<file path="src/rtl/uart_rx_cfg.sv">
// Configurable UART receiver: 2-flop synchroniser, 3-sample majority vote,
// optional parity, 1 or 2 stop bits, frame/break detection.
module uart_rx_cfg #(
  parameter int unsigned CLKS_PER_BIT = 87,
  parameter int unsigned DATA_BITS    = 8,
  parameter int unsigned PARITY       = 0,
  parameter int unsigned STOP_BITS    = 1
) (
  input  logic                 i_clock,
  input  logic                 i_rst_n,
  input  logic                 i_Rx_serial,
  output logic                 o_Rx_DV,
  output logic [DATA_BITS-1:0] o_Rx_byte,
  output logic                 o_Parity_Err,
  output logic                 o_Frame_Err,
  output logic                 o_Break,
  output logic                 o_Busy
);

  localparam int unsigned CNT_W = $clog2(CLKS_PER_BIT);
  localparam int unsigned IDX_W = $clog2(DATA_BITS);
  localparam logic [CNT_W-1:0] CNT_HALF  = CNT_W'((CLKS_PER_BIT - 1) / 2);
  localparam logic [CNT_W-1:0] CNT_LAST  = CNT_W'(CLKS_PER_BIT - 1);
  localparam logic [IDX_W-1:0] IDX_LAST  = IDX_W'(DATA_BITS - 1);
  localparam logic             STOP_LAST = (STOP_BITS == 2) ? 1'b1 : 1'b0;

  typedef enum logic [2:0] {
    S_IDLE, S_START, S_DATA, S_PARITY, S_STOP, S_CLEANUP
  } state_e;

  state_e               state_q, state_d;
  logic                 sync1_q, sync2_q;
  logic [2:0]           hist_q;
  logic [CNT_W-1:0]     cnt_q, cnt_d;
  logic [IDX_W-1:0]     idx_q, idx_d;
  logic                 stop_q, stop_d;
  logic [DATA_BITS-1:0] shift_q, shift_d;
  logic                 perr_q, perr_d;
  logic                 ferr_q, ferr_d;
  logic                 brkw_q, brkw_d;
  logic                 dv_q, dv_d;
  logic [DATA_BITS-1:0] byte_q, byte_d;
  logic                 perr_o_q, perr_o_d;
  logic                 ferr_o_q, ferr_o_d;
  logic                 brk_o_q, brk_o_d;

  logic vote, at_half, at_last, par_x, fe_now, brk_now;

  assign vote    = (hist_q[0] & hist_q[1]) | (hist_q[0] & hist_q[2]) | (hist_q[1] & hist_q[2]);
  assign at_half = (cnt_q == CNT_HALF);
  assign at_last = (cnt_q == CNT_LAST);
  assign par_x   = (^shift_q) ^ vote;
  assign fe_now  = ferr_q | ~vote;
  assign brk_now = (shift_q == '0) && fe_now;

  always_ff @(posedge i_clock or negedge i_rst_n) begin
    if (!i_rst_n) begin
      state_q <= S_IDLE;
    end else begin
      state_q <= state_d;
    end
  end

  always_comb begin
    state_d = state_q;
    case (state_q)
      S_IDLE:    if (!brkw_q && !sync2_q) state_d = S_START;
      S_START:   if (at_half) state_d = vote ? S_IDLE : S_DATA;
      S_DATA:    if (at_last && idx_q == IDX_LAST) state_d = (PARITY != 0) ? S_PARITY : S_STOP;
      S_PARITY:  if (at_last) state_d = S_STOP;
      S_STOP:    if (at_last && stop_q == STOP_LAST) state_d = S_CLEANUP;
      S_CLEANUP: state_d = S_IDLE;
      default:   state_d = S_IDLE;
    endcase
  end

  always_comb begin
    cnt_d    = cnt_q + 1'b1;
    idx_d    = idx_q;
    stop_d   = stop_q;
    shift_d  = shift_q;
    perr_d   = perr_q;
    ferr_d   = ferr_q;
    brkw_d   = brkw_q;
    dv_d     = 1'b0;
    byte_d   = byte_q;
    perr_o_d = perr_o_q;
    ferr_o_d = ferr_o_q;
    brk_o_d  = brk_o_q;
    if (state_q == S_IDLE || state_d != state_q || at_last) cnt_d = '0;
    case (state_q)
      S_IDLE: if (brkw_q && sync2_q) brkw_d = 1'b0;
      S_START: begin
        if (at_half && !vote) begin
          idx_d  = '0;
          stop_d = 1'b0;
          perr_d = 1'b0;
          ferr_d = 1'b0;
        end
      end
      S_DATA: begin
        if (at_last) begin
          shift_d = {vote, shift_q[DATA_BITS-1:1]};
          idx_d   = idx_q + 1'b1;
        end
      end
      S_PARITY: if (at_last) perr_d = (PARITY == 1) ? ~par_x : par_x;
      S_STOP: begin
        if (at_last) begin
          ferr_d = fe_now;
          if (stop_q == STOP_LAST) begin
            // Results latch on the final stop vote so the receiver re-arms mid-bit.
            dv_d     = 1'b1;
            byte_d   = shift_q;
            perr_o_d = (PARITY != 0) && perr_q;
            ferr_o_d = fe_now;
            brk_o_d  = brk_now;
            brkw_d   = brk_now;
          end else begin
            stop_d = 1'b1;
          end
        end
      end
      default: ;
    endcase
  end

  always_ff @(posedge i_clock or negedge i_rst_n) begin
    if (!i_rst_n) begin
      sync1_q  <= 1'b1;
      sync2_q  <= 1'b1;
      hist_q   <= '1;
      cnt_q    <= '0;
      idx_q    <= '0;
      stop_q   <= 1'b0;
      shift_q  <= '0;
      perr_q   <= 1'b0;
      ferr_q   <= 1'b0;
      brkw_q   <= 1'b0;
      dv_q     <= 1'b0;
      byte_q   <= '0;
      perr_o_q <= 1'b0;
      ferr_o_q <= 1'b0;
      brk_o_q  <= 1'b0;
    end else begin
      sync1_q  <= i_Rx_serial;
      sync2_q  <= sync1_q;
      hist_q   <= {hist_q[1:0], sync2_q};
      cnt_q    <= cnt_d;
      idx_q    <= idx_d;
      stop_q   <= stop_d;
      shift_q  <= shift_d;
      perr_q   <= perr_d;
      ferr_q   <= ferr_d;
      brkw_q   <= brkw_d;
      dv_q     <= dv_d;
      byte_q   <= byte_d;
      perr_o_q <= perr_o_d;
      ferr_o_q <= ferr_o_d;
      brk_o_q  <= brk_o_d;
    end
  end

  always_comb begin
    o_Busy       = (state_q != S_IDLE);
    o_Rx_DV      = dv_q;
    o_Rx_byte    = byte_q;
    o_Parity_Err = perr_o_q;
    o_Frame_Err  = ferr_o_q;
    o_Break      = brk_o_q;
  end

endmodule

</file>
<file path="config.mk">
export PLATFORM = sky130hd
export DESIGN_NAME = uart_rx_cfg
export DESIGN_NICKNAME = d
export VERILOG_FILES = /design/src/rtl/uart_rx_cfg.sv
export SDC_FILE = /design/constraint.sdc
export NUM_CORES = 1
export LEC_CHECK = 0
export BUFFER_PORTS_ARGS = -buffer_cell sky130_fd_sc_hd__clkbuf_2
export CAP_MARGIN = 20
export CORE_MARGIN = 4
export CORE_UTILIZATION = 60
export CTS_CLUSTER_DIAMETER = 200
export CTS_CLUSTER_SIZE = 10
export DETAILED_ROUTE_END_ITERATION = 10
export PLACE_DENSITY = 0.86
export REMOVE_ABC_BUFFERS = 1
export SYNTH_ARGS = -nofsm -noshare
export SYNTH_HDL_FRONTEND = slang
export SYNTH_SLANG_ARGS = --single-unit
</file>
<file path="constraint.sdc">
create_clock -name i_clock -period 5.7 [get_ports i_clock]
set_input_delay 1.425 -clock i_clock [delete_from_list [all_inputs] [get_ports i_clock]]
set_output_delay 1.425 -clock i_clock [all_outputs]
set_load 0.02 [all_outputs]
</file>
# Word level (Yosys, flattened, before mapping)
# Index checks and enable logic that the tools add are counted.
[word_totals] mem_bits_rw=0 out_inout_bits=13 memories=0 latchBits=0 mem_bits_ro=0 inputBits=3 reg_bits=40
[classes] bitwise=8 n_mul=0 n_reduce_logical=22 div=0 n_mux=24 shifts=0 n_addsub=2 eq_ne=13 order_cmp=0
[op_table] operator="two-way mux 3 bit" count=7
[op_table] operator="case mux 3 bit (5 select lines)" count=1
[op_table] operator="two-way mux 1 bit" count=10
[op_table] operator="AND reduction 3 bit" count=3
[op_table] operator="logical NOT 8 bit" count=1
[op_table] operator="inequality test 2 bit, second input constant" count=4
[op_table] operator="adder 7 x 1 -> 7 bit, second input constant" count=1
[op_table] operator="== test 7 x 6 -> 1 bit, second input constant" count=1
[op_table] operator="== test 7 bit, second input constant" count=1
[op_table] operator="two-way mux 7 bit" count=1
[op_table] operator="== test 3 x 2 -> 1 bit, second input constant" count=2
[op_table] operator="== test 3 bit, second input constant" count=2
[op_table] operator="logical AND 1 bit" count=6
[op_table] operator="case mux 1 bit (2 select lines)" count=3
[op_table] operator="case mux 3 bit (2 select lines)" count=1
[op_table] operator="nonzero test 2 bit" count=3
[op_table] operator="AND reduction 4 bit" count=1
[op_table] operator="adder 3 x 1 -> 3 bit, second input constant" count=1
[op_table] operator="bitwise AND 1 bit" count=3
[op_table] operator="== test 3 x 1 -> 1 bit, second input constant" count=1
[op_table] operator="logical NOT 1 bit" count=3
[op_table] operator="logical NOT 3 bit" count=1
[op_table] operator="inequality test 3 bit" count=1
[op_table] operator="bitwise OR 1 bit" count=3
[op_table] operator="6 further kinds" count=8

# Logic depth before layout (Yosys ltp)
[logic_depth] word_depth=10 mapped_depth=7 ltp_nobuf=6

# Least setup slack after synthesis
# Ideal clock, no wire load.
[synth_timing] path_type="flip-flop to output port" from="register state_q[0]" to="output o_Busy" stages_incl_launch_ff=3 arrival_time_ps=979 path_buffers=1 setup_slack_ps=3296 path_cell_list="dfrtp_1 buf_2 or3_1"
[synth_between] elab_chain_cells=1
[synth_rtl] element="from (decl)" line="31" text="state_e state_q, state_d;"
[synth_rtl] element="from (signal assigned)" line="60" text="state_q <= state_d;"
[synth_rtl] element="nonzero test 3 bit" line="165" text="o_Busy = (state_q != S_IDLE);"
[synth_rtl] element="to (decl)" line="17" text="output logic o_Busy"
# No other way between the ends.

# Worst setup path after layout
# Same ends and word-level chain as after synthesis.

==> flow_summary.json <==
{
  "cts_hold_buf": 0,
  "area_growth_syn_to_layout_pct": 8.35,
  "cp_top_family": "flip-flops",
  "synth_top_area_share_pct": 49.8,
  "cts_resized": 0,
  "design.core.area_sq_mm": 0.00273,
  "cts_setup_buffers": 0,
  "max_slew_margin_pct": 39.9,
  "wl_met1_um": 1200,
  "hold_viol": 0,
  "cts-buffers-inserted": 5,
  "synthMuxAreaShare_pct": 13.3,
  "drt_pre_antenna_iters": 4,
  "fin_crit_sh_pct": 49.9,
  "route.detailed.wl_per_inst_um": 14.4,
  "synth_area_leaders": "dfrtp_1 (50%), mux2_2 (11%), dfstp_2 (7.7%)",
  "top_level_ports": 16,
  "grt_overflow": 0,
  "syn_area_sq_mm": 0.00171,
  "path_buf_inv": 1,
  "finalSetupViolCount": 0,
  "period_needed_ps": 2850,
  "skew_ps": 4.25,
  "final.setup.tns_ps": 0,
  "core.rowCount": 19,
  "grtUsageTotal_pct": 17.4,
  "crit_required_ps": 4280,
  "drt_iter0_drc": 28,
  "fp.dieW_um": 61.4,
  "yosys.area_share.simple_pct": 14.2,
  "max_stage_delay_ps": 530,
  "top_layer": "met4",
  "ys_seq_area_share_pct": 57.5,
  "antenna_left": 0,
  "synth.distinct_cells": 38,
  "worstSetupPathType": "reg2out",
  "hp-class": "reg2reg",
  "via_count": 1039,
  "layout-drive-gt1-share_pct": 35.3,
  "via_per_inst": 5.65,
  "max_cap_violations": 0,
  "place_congestion": 0.878,
  "tightestPinTransition_ps": 901,
  "port_buffers": 14,
  "synthXorXnorAreaFrac_pct": 2.56,
  "finish.instance_area_sq_mm": 0.00185,
  "grt_pass1_wl_um": 4650,
  "p_leak_nw": 0.897,
  "ys_ff_latch": 39,
  "crit_slowest_cell": "dfrtp_1",
  "cts_htree_levels": 2,
  "clk_latency_ps": 340,
  "synth-async-reset-ratio_pct": 100,
  "rsz0062_at_grt": "no",
  "synth_edf_count": 0,
  "yosysTopAreaCell": "dfrtp_1",
  "cts_buffer_depth": 2,
  "drc": 0,
  "grt_pass1_vias": 1030,
  "ys.flop_type": "dfrtp_1",
  "nets": 159,
  "cts_sinks": 39,
  "ys_warn_count": 0,
  "syn_inst": 135,
  "start_util_pct": 62.5,
  "peakVddDrop_uv": 194,
  "die_h_um": 61.4,
  "cp.arrival_ps": 1420,
  "synth_top_family_by_area": "simple AND/OR/NAND/NOR gates",
  "routed_wirelength_um": 2650,
  "wl_met3_um": 128,
  "clkTransAtPathRegs_ps": 110,
  "die_area_sq_mm": 0.00377,
  "slew_viol_final": 0,
  "multi_input_area_sq_um": 682,
  "syn_area_per_cell_sq_um": 12.7,
  "grt_max_degree": 40,
  "p_per_area_mw_per_mm2": 249,
  "synthAdderAreaFrac_pct": 3.51,
  "root_buffer": "clkbuf_4",
  "layout.area.seq_sq_um": 982,
  "cp-start-kind": "flip-flop",
  "cts_tree": "yes",
  "fillers": 210,
  "dp_hpwl_um": 1930,
  "cp_cell_sequence": "or3_1 -> clkbuf_2",
  "n_antenna_cell": 0,
  "synth_compound_area_share_pct": 6.15,
  "critPathMaxFanout": 11,
  "wl_met2_um": 1270,
  "antenna_found_initial": 0,
  "place_area_sq_mm": 0.00180,
  "max_freq_mhz": 351,
  "status": "finished, final reports clean",
  "worstSetupEndpointType": "output pin"
}
==> cells in the final DEF, fill, tap and decap left out, types with 3 or more instances in the layout <==
cell / netlist / final
nand2_1: 5 / 5
o21ai_0: 3 / 3
clkbuf_4: 0 / 5
inv_1: 5 / 5
nand3_1: 5 / 5
mux2_2: 17 / 17
clkinv_2: 0 / 3
dfrtp_1: 34 / 34
ha_1: 4 / 4
o31ai_1: 3 / 3
clkbuf_2: 0 / 14
nor3_1: 4 / 4
xnor2_1: 3 / 3
nor2_1: 13 / 13
dfstp_2: 5 / 5
nand2b_1: 4 / 4
==> layer usage <==
| metal | global-route usage (%) | vias to the layer above |
|---|---|---|
| met3 | 5.03 | 5 |
| met5 | 0 | - |
| met2 | 25.4 | 21 |
| met1 | 23.4 | 513 |
| met4 | 9.70 | 0 |
| li1 | - | 500 |
==> synthesized netlist by cell type, types with 2 or more instances <==
cell type,n
buf_2,3
dfrtp_1,34
dfstp_2,5
ha_1,4
inv_1,5
mux2_2,17
mux2i_1,2
nand2_1,5
nand2b_1,4
nand3_1,5
nor2_1,13
nor3_1,4
nor4_1,2
o21ai_0,3
o31ai_1,3
xnor2_1,3
xor2_1,2
==> report_power, final <==
group	leakage (nW)	switching, mW	total [mW]	internal, mW
sequential	0.519	0.0111	0.297	0.286
clock	0.0347	0.0876	0.134	0.0459
combinational	0.344	0.0198	0.0311	0.0113
total	0.897	0.119	0.461	0.343
==> worst reg2reg max path, cell delays in order (launching register included) <==
cell	delay (ps)
dfrtp_1	470
or4b_4	570
or4_4	560
o41ai_4	100
mux2_4	330
==> per-stage QoR <==
step                      utilization (%)  instances  worst slack (ps)  hold slack [ps]  power, mW
after floorplan                         -        130              3310              345      0.320
after global placement               65.8        176              3250              350      0.331
after detailed placement             65.8        176              3230              347      0.334
after CTS                            67.7        184              2840              363      0.464
after global routing                 67.7        184              2770              365      0.483
final                                67.7        184              2850              364      0.461
==> path summary, 6_finish.rpt <==
check                            from            to  slack, ps  cells after the start
min                           sync1_q       sync2_q        360                      0
max reg2reg                  cnt_q[2]      idx_q[0]       3560                      4
min reg2reg                   sync1_q       sync2_q        360                      0
max                        state_q[0]        o_Busy       2850                      2
max in group asynchronous     i_rst_n  o_Rx_byte[4]       3960                      1
min in group asynchronous     i_rst_n    state_q[2]       1190                      1
==> state kept, by name, indices dropped and copies added (netlist names), 3 cells and up <==
signal	cells
o_Rx_byte	8
shift_q	8
cnt_q	7
hist_q	3
idx_q	3
state_q	3
==> final cells by class <==
class                      instances  area share (%)
multi-input combinational         86            36.8
tap                               31            2.09
timing repair buffer              15            4.19
sequential                        39            53.0
clock inverter                     3           0.811
inverter                           5            1.01
clock buffer                       5            2.03
==> cell families after synthesis <==
group	count (synthesis)
compound gates	12
xor+xnor	5
fa+ha+maj	5
buf+inv	10
flops	39
mux	20
other cells	1
simple gates	43
No activity file was read; power rests on OpenSTA's default activity.
